===== src/rtl/midi_hex_formatter.sv =====
// MIDI byte to ASCII hex TTY formatter: a FIFO buffers received bytes and a small FSM
// prints each one as two hex digits plus a separator, optionally preceded by CR/LF for status bytes.
module midi_hex_formatter #(
    parameter int          DEPTH           = 16,
    parameter bit          UPPERCASE       = 1'b1,
    parameter logic [7:0]  SEPARATOR       = 8'h20,
    parameter bit          STATUS_NEWLINE  = 1'b1,
    parameter bit          FILTER_REALTIME = 1'b0,
    parameter int          LED_HOLD        = 2500000,
    parameter int          CNT_W           = 8
) (
    input  logic                       clk50MHz,
    input  logic                       reset,
    input  logic [7:0]                 rx_data,
    input  logic                       rx_valid,
    input  logic                       tx_ready,
    output logic [7:0]                 tx_data,
    output logic                       tx_load,
    output logic                       overflow,
    output logic [CNT_W-1:0]           drop_count,
    output logic [$clog2(DEPTH):0]     fifo_level,
    output logic                       activity_led
);
    localparam int AW = $clog2(DEPTH);
    localparam int LW = $clog2(LED_HOLD + 1);

    typedef enum logic [2:0] {S_IDLE, S_CR, S_LF, S_HI, S_LO, S_SEP, S_WAIT} state_t;

    state_t           r_state, r_ret, w_state_nxt, w_ret_nxt;
    logic [7:0]       r_mem [DEPTH];
    logic [AW-1:0]    r_wr_ptr, r_rd_ptr;
    logic [AW:0]      r_count;
    logic [7:0]       r_byte;
    logic [7:0]       r_tx_data;
    logic             r_tx_load;
    logic             r_overflow;
    logic [CNT_W-1:0] r_drops;
    logic [LW-1:0]    r_led_cnt;
    logic             w_want_push, w_full, w_pop, w_push, w_drop, w_emit;
    logic [7:0]       w_char;

    function automatic logic [7:0] hex_char(input logic [3:0] n);
        if (n < 4'd10)
            return 8'h30 + {4'h0, n};
        return (UPPERCASE ? 8'h41 : 8'h61) + {4'h0, n} - 8'd10;
    endfunction

    function automatic logic is_status(input logic [7:0] b);
        return (b >= 8'h80) && (b < 8'hF8);
    endfunction

    function automatic state_t seq_next(input state_t s);
        case (s)
            S_CR:    return S_LF;
            S_LF:    return S_HI;
            S_HI:    return S_LO;
            S_LO:    return S_SEP;
            default: return S_IDLE;
        endcase
    endfunction

    // A full FIFO still accepts a push when the FSM pops in the same cycle.
    assign w_want_push = rx_valid && !(FILTER_REALTIME && (rx_data >= 8'hF8));
    assign w_full      = (r_count == (AW+1)'(DEPTH));
    assign w_pop       = (r_state == S_IDLE) && (r_count != '0);
    assign w_push      = w_want_push && (!w_full || w_pop);
    assign w_drop      = w_want_push && w_full && !w_pop;

    always_comb begin
        w_state_nxt = r_state;
        w_ret_nxt   = r_ret;
        w_emit      = 1'b0;
        w_char      = 8'h00;
        case (r_state)
            S_IDLE: begin
                if (w_pop)
                    w_state_nxt = (STATUS_NEWLINE && is_status(r_mem[r_rd_ptr])) ? S_CR : S_HI;
            end
            S_CR, S_LF, S_HI, S_LO, S_SEP: begin
                if (tx_ready) begin
                    w_emit      = 1'b1;
                    w_ret_nxt   = seq_next(r_state);
                    w_state_nxt = S_WAIT;
                    case (r_state)
                        S_CR:    w_char = 8'h0D;
                        S_LF:    w_char = 8'h0A;
                        S_HI:    w_char = hex_char(r_byte[7:4]);
                        S_LO:    w_char = hex_char(r_byte[3:0]);
                        default: w_char = SEPARATOR;
                    endcase
                end
            end
            S_WAIT: begin
                if (!tx_ready)
                    w_state_nxt = r_ret;
            end
            default: w_state_nxt = S_IDLE;
        endcase
    end

    // Storage needs no reset: the pointers and count define what is valid.
    always_ff @(posedge clk50MHz) begin
        if (w_push)
            r_mem[r_wr_ptr] <= rx_data;
        if (w_pop)
            r_byte <= r_mem[r_rd_ptr];
    end

    always_ff @(posedge clk50MHz or posedge reset) begin
        if (reset) begin
            r_state    <= S_IDLE;
            r_ret      <= S_IDLE;
            r_wr_ptr   <= '0;
            r_rd_ptr   <= '0;
            r_count    <= '0;
            r_tx_data  <= 8'h00;
            r_tx_load  <= 1'b0;
            r_overflow <= 1'b0;
            r_drops    <= '0;
            r_led_cnt  <= '0;
        end else begin
            r_state   <= w_state_nxt;
            r_ret     <= w_ret_nxt;
            r_tx_load <= w_emit;
            if (w_emit)
                r_tx_data <= w_char;
            if (w_push)
                r_wr_ptr <= r_wr_ptr + 1'b1;
            if (w_pop)
                r_rd_ptr <= r_rd_ptr + 1'b1;
            case ({w_push, w_pop})
                2'b10:   r_count <= r_count + 1'b1;
                2'b01:   r_count <= r_count - 1'b1;
                default: r_count <= r_count;
            endcase
            if (w_drop) begin
                r_overflow <= 1'b1;
                if (r_drops != '1)
                    r_drops <= r_drops + 1'b1;
            end
            if (w_push)
                r_led_cnt <= LW'(LED_HOLD);
            else if (r_led_cnt != '0)
                r_led_cnt <= r_led_cnt - 1'b1;
        end
    end

    assign tx_data      = r_tx_data;
    assign tx_load      = r_tx_load;
    assign overflow     = r_overflow;
    assign drop_count   = r_drops;
    assign fifo_level   = r_count;
    assign activity_led = (r_led_cnt != '0);
endmodule

===== config.mk =====
export PLATFORM = sky130hd
export DESIGN_NAME = midi_hex_formatter
export DESIGN_NICKNAME = d
export VERILOG_FILES = /design/src/rtl/midi_hex_formatter.sv
export SDC_FILE = /design/constraint.sdc
export NUM_CORES = 1
export LEC_CHECK = 0
export CORE_MARGIN = 2
export CORE_UTILIZATION = 65
export DETAILED_ROUTE_END_ITERATION = 8
export HOLD_SLACK_MARGIN = 0.03
export PLACE_DENSITY = 0.85
export SYNTH_ARGS = -nofsm -noshare
export SYNTH_HDL_FRONTEND = slang
export SYNTH_SLANG_ARGS = --single-unit

===== constraint.sdc =====
create_clock -name clk50MHz -period 4.93 [get_ports clk50MHz]
set_input_delay 0.493 -clock clk50MHz [delete_from_list [all_inputs] [get_ports clk50MHz]]
set_output_delay 0.493 -clock clk50MHz [all_outputs]
set_load 0.01 [all_outputs]

# Word-level counts from Yosys, hierarchy flattened
# Memories as Yosys holds them, arrays and structs flattened.
# Cells that the tools add are included.
[totals]
elab_cells = 86
mem_count = 1
register_bits = 67
ram_bits = 128
[memory_table]
columns = ["name", "words", "width", "rd", "rd_clocked_by_memory_dff", "wr", "line_no", "text"]
rows = [
  ["r_mem", 16, 8, 1, 0, 1, "30", "logic [7:0] r_mem [DEPTH];"],
]
[op_classes]
n_mux = 28
reduce_logical = 17
order_cmp = 4
n_addsub = 12
eq_ne = 13
[ops]
columns = ["op", "count"]
rows = [
  ["$mux 8", 6],
  ["$mux 22", 2],
  ["$pmux 8 s4", 1],
  ["$reduce_bool 22->1", 1],
  ["$sub 22x1->22 const B", 1],
  ["$add 7x4->8 const A", 2],
  ["$sub 8x4->8 const B", 2],
  ["$add 6x4->7 const A", 2],
  ["$mux 1", 12],
  ["$pmux 3 s4", 1],
  ["$pmux 5 s2", 1],
  ["$eq 3x3->1 const B", 3],
  ["$mux 3", 3],
  ["$pmux 3 s3", 1],
  ["$add 4x1->4 const B", 2],
  ["$add 8x1->8 const B", 1],
  ["$ge 8x8->1 const B", 1],
  ["$lt 4x4->1 const B", 2],
  ["$lt 8x8->1 const B", 1],
  ["$ne 8x8->1 const B", 1],
  ["$eq 3x2->1 const B", 2],
  ["$ne 2x2->1 const B", 3],
  ["$add 5x1->5 const B", 1],
  ["$eq 5x5->1 const B", 1],
  ["other kinds (14)", 21],
]

# Logic depth before layout (Yosys ltp)
[depth]
word_depth = 9
depth_mapped = 12

# Worst setup path after synthesis
# OpenSTA, ideal clock, no wires.
[synth_path]
kind = "register to register"
startpoint = "register r_state[2]"
endpoint = "register r_count[4] (netlist: fifo_level[4])"
stages_incl_launch_ff = 13
arrival_ns = 2.819
setup_slack_ns = 2.020
period_less_slack_ns = 2.910
setup_ns = 0.090
t_required_ns = 4.840
cell_sequence = "dfrtp_1 -> clkbuf_1 -> or3_1 -> clkbuf_1 -> a21oi_2 -> nand2_1 -> inv_1 -> ha_1 -> nor2b_1 -> o21ai_0 -> nand3b_1 -> o32a_1 -> o221ai_1"
[synth_via]
elab_chain_len = 6
word_cells_on_any_way = 8
[synth_lines]
columns = ["element", "line_no", "text"]
rows = [
  ["start: declaration", "29", "state_t r_state, r_ret, w_state_nxt, w_ret_nxt;"],
  ["start signal: assignment", "122", "r_state <= w_state_nxt;"],
  ["$logic_not 3->1 (*)", "65", "assign w_pop = (r_state == S_IDLE) && (r_count != '0);"],
  ["$logic_and 1x1->1 (*)", "65", ""],
  ["$logic_or 1x1->1", "66", "assign w_push = w_want_push && (!w_full || w_pop);"],
  ["$logic_and 1x1->1", "66", ""],
  ["$eq 2x1->1 or $eq 2x2->1 (tied branches)", "131", "case ({w_push, w_pop})"],
  ["$pmux 5 s2 or $reduce_bool 2->1 (tied branches)", "-", ""],
  ["end signal: assignment", "132", "2'b10: r_count <= r_count + 1'b1;"],
  ["end signal: assignment", "133", "2'b01: r_count <= r_count - 1'b1;"],
  ["end signal: assignment", "134", "default: r_count <= r_count;"],
  ["end: declaration", "32", "logic [AW:0] r_count;"],
]
# Every way passes the cells marked *; elsewhere a longest branch is shown, timed or not.
# A chain may end at the register's enable or synchronous reset.

# Worst setup path after layout
# Ends and elaborated chain as after synthesis.

==> impl_metrics.tcl <==
set metrics [dict create \
    power.internal_mw 3.418 \
    min_period_over_period_pct 68.41 \
    finalPower_mw 5.057 \
    max-slew-margin-rel_pct 17.23 \
    flow.area_growth_from_synthesis_pct 12.42 \
    fin_cells 771 \
    track_usage_pct 25.19 \
    fp-row-count 41 \
    layout-drive-gt1-share_pct 15.19 \
    numCtsBuffers 17 \
    initial_utilization_pct 66.83 \
    antenna_found_initial 0 \
    grt_max_degree 59 \
    clk_pin_slew_ns 0.07 \
    design.die.area_um2 13900 \
    vias 5034 \
    grt_pass1_wl_um 26630 \
    setup_viol 0 \
    via_cell_ratio 6.529 \
    htree_num_levels 4 \
    filler_cell_count 757 \
    route.antenna.remaining_nets 0 \
    worst_ep_required_time_ns 5.28 \
    power.combinational.fraction_pct 29.1 \
    timing.hold.worst_path_depth 1 \
    dp_hpwl_um 10790 \
    hold_path_startpoint "overflow" \
    cts_hold_repair.buffers 0 \
    detail_route.iter0.violations 520 \
    first_global_vias 4971 \
    mappedNetlistArea_um2 8433 \
    postCtsSetupBuffers 0 \
    die_ht_um 117.9 \
    portbufs 34 \
    ir_drop_uv 279.4 \
    slew_violations 0 \
    finish.net_count 612 \
    clock_skew_ns 0.01147 \
    routed_wl_um 16410 \
    clk-insertion-delay-late_ns 0.43 \
    drv_cap 0 \
    cts_tree "yes" \
    synth-edff-count 136 \
    preCtsSetupSlack_ns 1.583 \
    detailedRoute.firstPassIterationCount 5 \
    async_reset_ff_share_pct 29.90 \
    synth_seq_cells 194 \
    power_frac_seq_pct 45.8 \
    core_region_area_um2 12620 \
    p_switching_mw 1.638 \
    die_w_um 117.9 \
    whs_endpoint "overflow" \
    post-route-drc-count 0 \
    power.clock.fraction_pct 25.1 \
    syn_nets 578 \
    setup.worst_path.end_class "flip-flop" \
    register_to_register_setup_slack_ns 1.56 \
    cts-root-buf "clkbuf_16" \
    finish.instance_area_um2 9480 \
    synthesis.instances 552 \
    synth.avg_cell_area_um2 15.28 \
    clock-sinks 194 \
    sequential_cell_area_in_the_final_layout_um2 5537 \
    fin_tns_setup_ns 0 \
    dp.cells 739 \
    worstHoldPathType "flip-flop to flip-flop" \
    slew_at_the_pin_closest_to_its_max_slew_limit_ns 1.239 \
    dpl-instance-area_um2 8930 \
    gpl.final_weighted_congestion 0.8905 \
    path_max_fanout 17 \
    io_pins 36 \
    timing.rr.end "fifo_level[4]" \
    synthFlopType "edfxtp_1" \
    routedWlPerCell_um 21.28 \
    min_period_ns 3.373 \
    power.share.switching_pct 32.40 \
    critPathKind "flip-flop to flip-flop" \
    synth_cell_type_count 65 \
    status "completed" \
    multiInputGateArea_um2 2740 \
    post-route-worst-setup-slack_ns 1.557 \
    synth-warning-count 0 \
    yosysSeqAreaShare_pct 65.64 \
    antenna-diode-count 0 \
    cts_repair_resize_count 0 \
    hold_violation_count_in_the_final_report 0 \
    maxClockFrequency_mhz 296.5 \
    cellPowerDensity_nw_per_um2 533.4 \
    grt_setup_unrepaired "no" \
    reg2regPathDepth 10 \
    critical_path.reg2reg.startpoint "r_state[2]" \
    grt.overflow.total 0 \
    ctsLongestPathBuffers 2 \
    worst_ep_arrival_time_ns 3.72 \
    cp-start-kind "flip-flop" \
    leakage_nw 3.296 \
]
## cell type report
cell class / instances / share of cell area [%]
Clock buffer: 17 / 4.487
Clock inverter: 15 / 1.320
Inverter: 18 / 0.7127
Multi-Input combinational cell: 317 / 28.90
Sequential cell: 194 / 58.40
Tap cell: 172 / 2.270
Timing Repair Buffer: 38 / 3.907
## synth_stat cells, types with 9 or more instances
cell	number	area, µm²
a21oi_1	27	135.1
clkbuf_1	16	60.06
dfrtp_1	58	1451
edfxtp_1	136	4084
ha_1	13	162.7
inv_1	18	67.56
mux4_2	36	810.8
nand2_1	29	108.9
nand3_1	16	80.08
nor2_1	20	75.07
o21ai_0	20	100.1
or3_1	9	56.30
xnor2_1	20	175.2
## layout by cell type (no fill, tap or decap), types with 8 or more instances in the layout
master,count
a211oi_1,8
a21oi_1,27
clkbuf_16,17
clkdlybuf4s50_1,34
dfrtp_1,57
edfxtp_1,136
ha_1,13
inv_1,17
mux4_2,36
nand2_1,29
nand3_1,16
nand4_1,8
nor2_1,20
o21ai_0,20
or3_1,9
xnor2_1,20
## worst max path at each step
stage / from / cells after the start / endpoint / slack (ns)
3_3_place_gp: r_state[2] / 10 / fifo_level[4] / 1.77
5_1_grt: r_state[2] / 10 / fifo_level[4] / 1.28
6_report: r_state[2] / 10 / fifo_level[4] / 1.56
2_1_floorplan: r_state[2] / 12 / fifo_level[4] / 2.02
4_1_cts: r_state[2] / 10 / fifo_level[4] / 1.57
3_5_place_dp: r_state[2] / 10 / fifo_level[4] / 1.58
## routing by layer
layer  GRT usage (%)  up-vias  share of wire, %
li1                -     2228                 -
met2           39.90      220                50
met1           35.04     2559                42
met4           9.563        0               2.3
met5               0        -                 0
met3           5.329       27               6.1
## metrics by stage
stage	hold WS, ns	util (%)
after floorplan	0.4798	-
after global placement	0.4693	70.76
after detailed placement	0.4778	70.76
after CTS	0.4963	75.12
after global routing	0.5130	75.12
final	0.4951	75.12
## worst max-delay path, stage by stage, from the launching register on
cell and delay, ns:
dfrtp_1 0.55, or3_1 0.57, a21oi_2 0.60, nand2_1 0.19
inv_1 0.15, ha_1 0.29, nor2b_1 0.14, o21ai_0 0.21
nand3b_1 0.14, o32a_1 0.31, o221ai_1 0.16
## logic make-up after synthesis
family,share of synthesized area (%)
AO/OA/AOI/OAI,7.745
XOR/XNOR,2.596
adder cells (fa/ha/maj),2.166
buffers and inverters,1.944
flip-flops,65.64
multiplexers,10.25
other,0.04447
AND/OR/NAND/NOR,9.614
## flip-flops by register name (all words and copies together), names as in the netlist
signal	count
r_led_cnt	22
drop_count	8
r_ret	3
tx_data	7
r_state	3
tx_load	1
r_wr_ptr	4
fifo_level	5
r_rd_ptr	4
r_mem	128
overflow	1
r_byte	8
## power groups by stage
stage	Sequential (mW)	Clock, mW	Combinational, mW
floorplan	2.21	0	1.11
global placement	2.32	0	1.41
detailed placement	2.34	0	1.46
CTS	2.31	1.28	1.47
global route	2.35	1.35	1.59
finish	2.32	1.27	1.47
(Power assumes the default switching activity.)
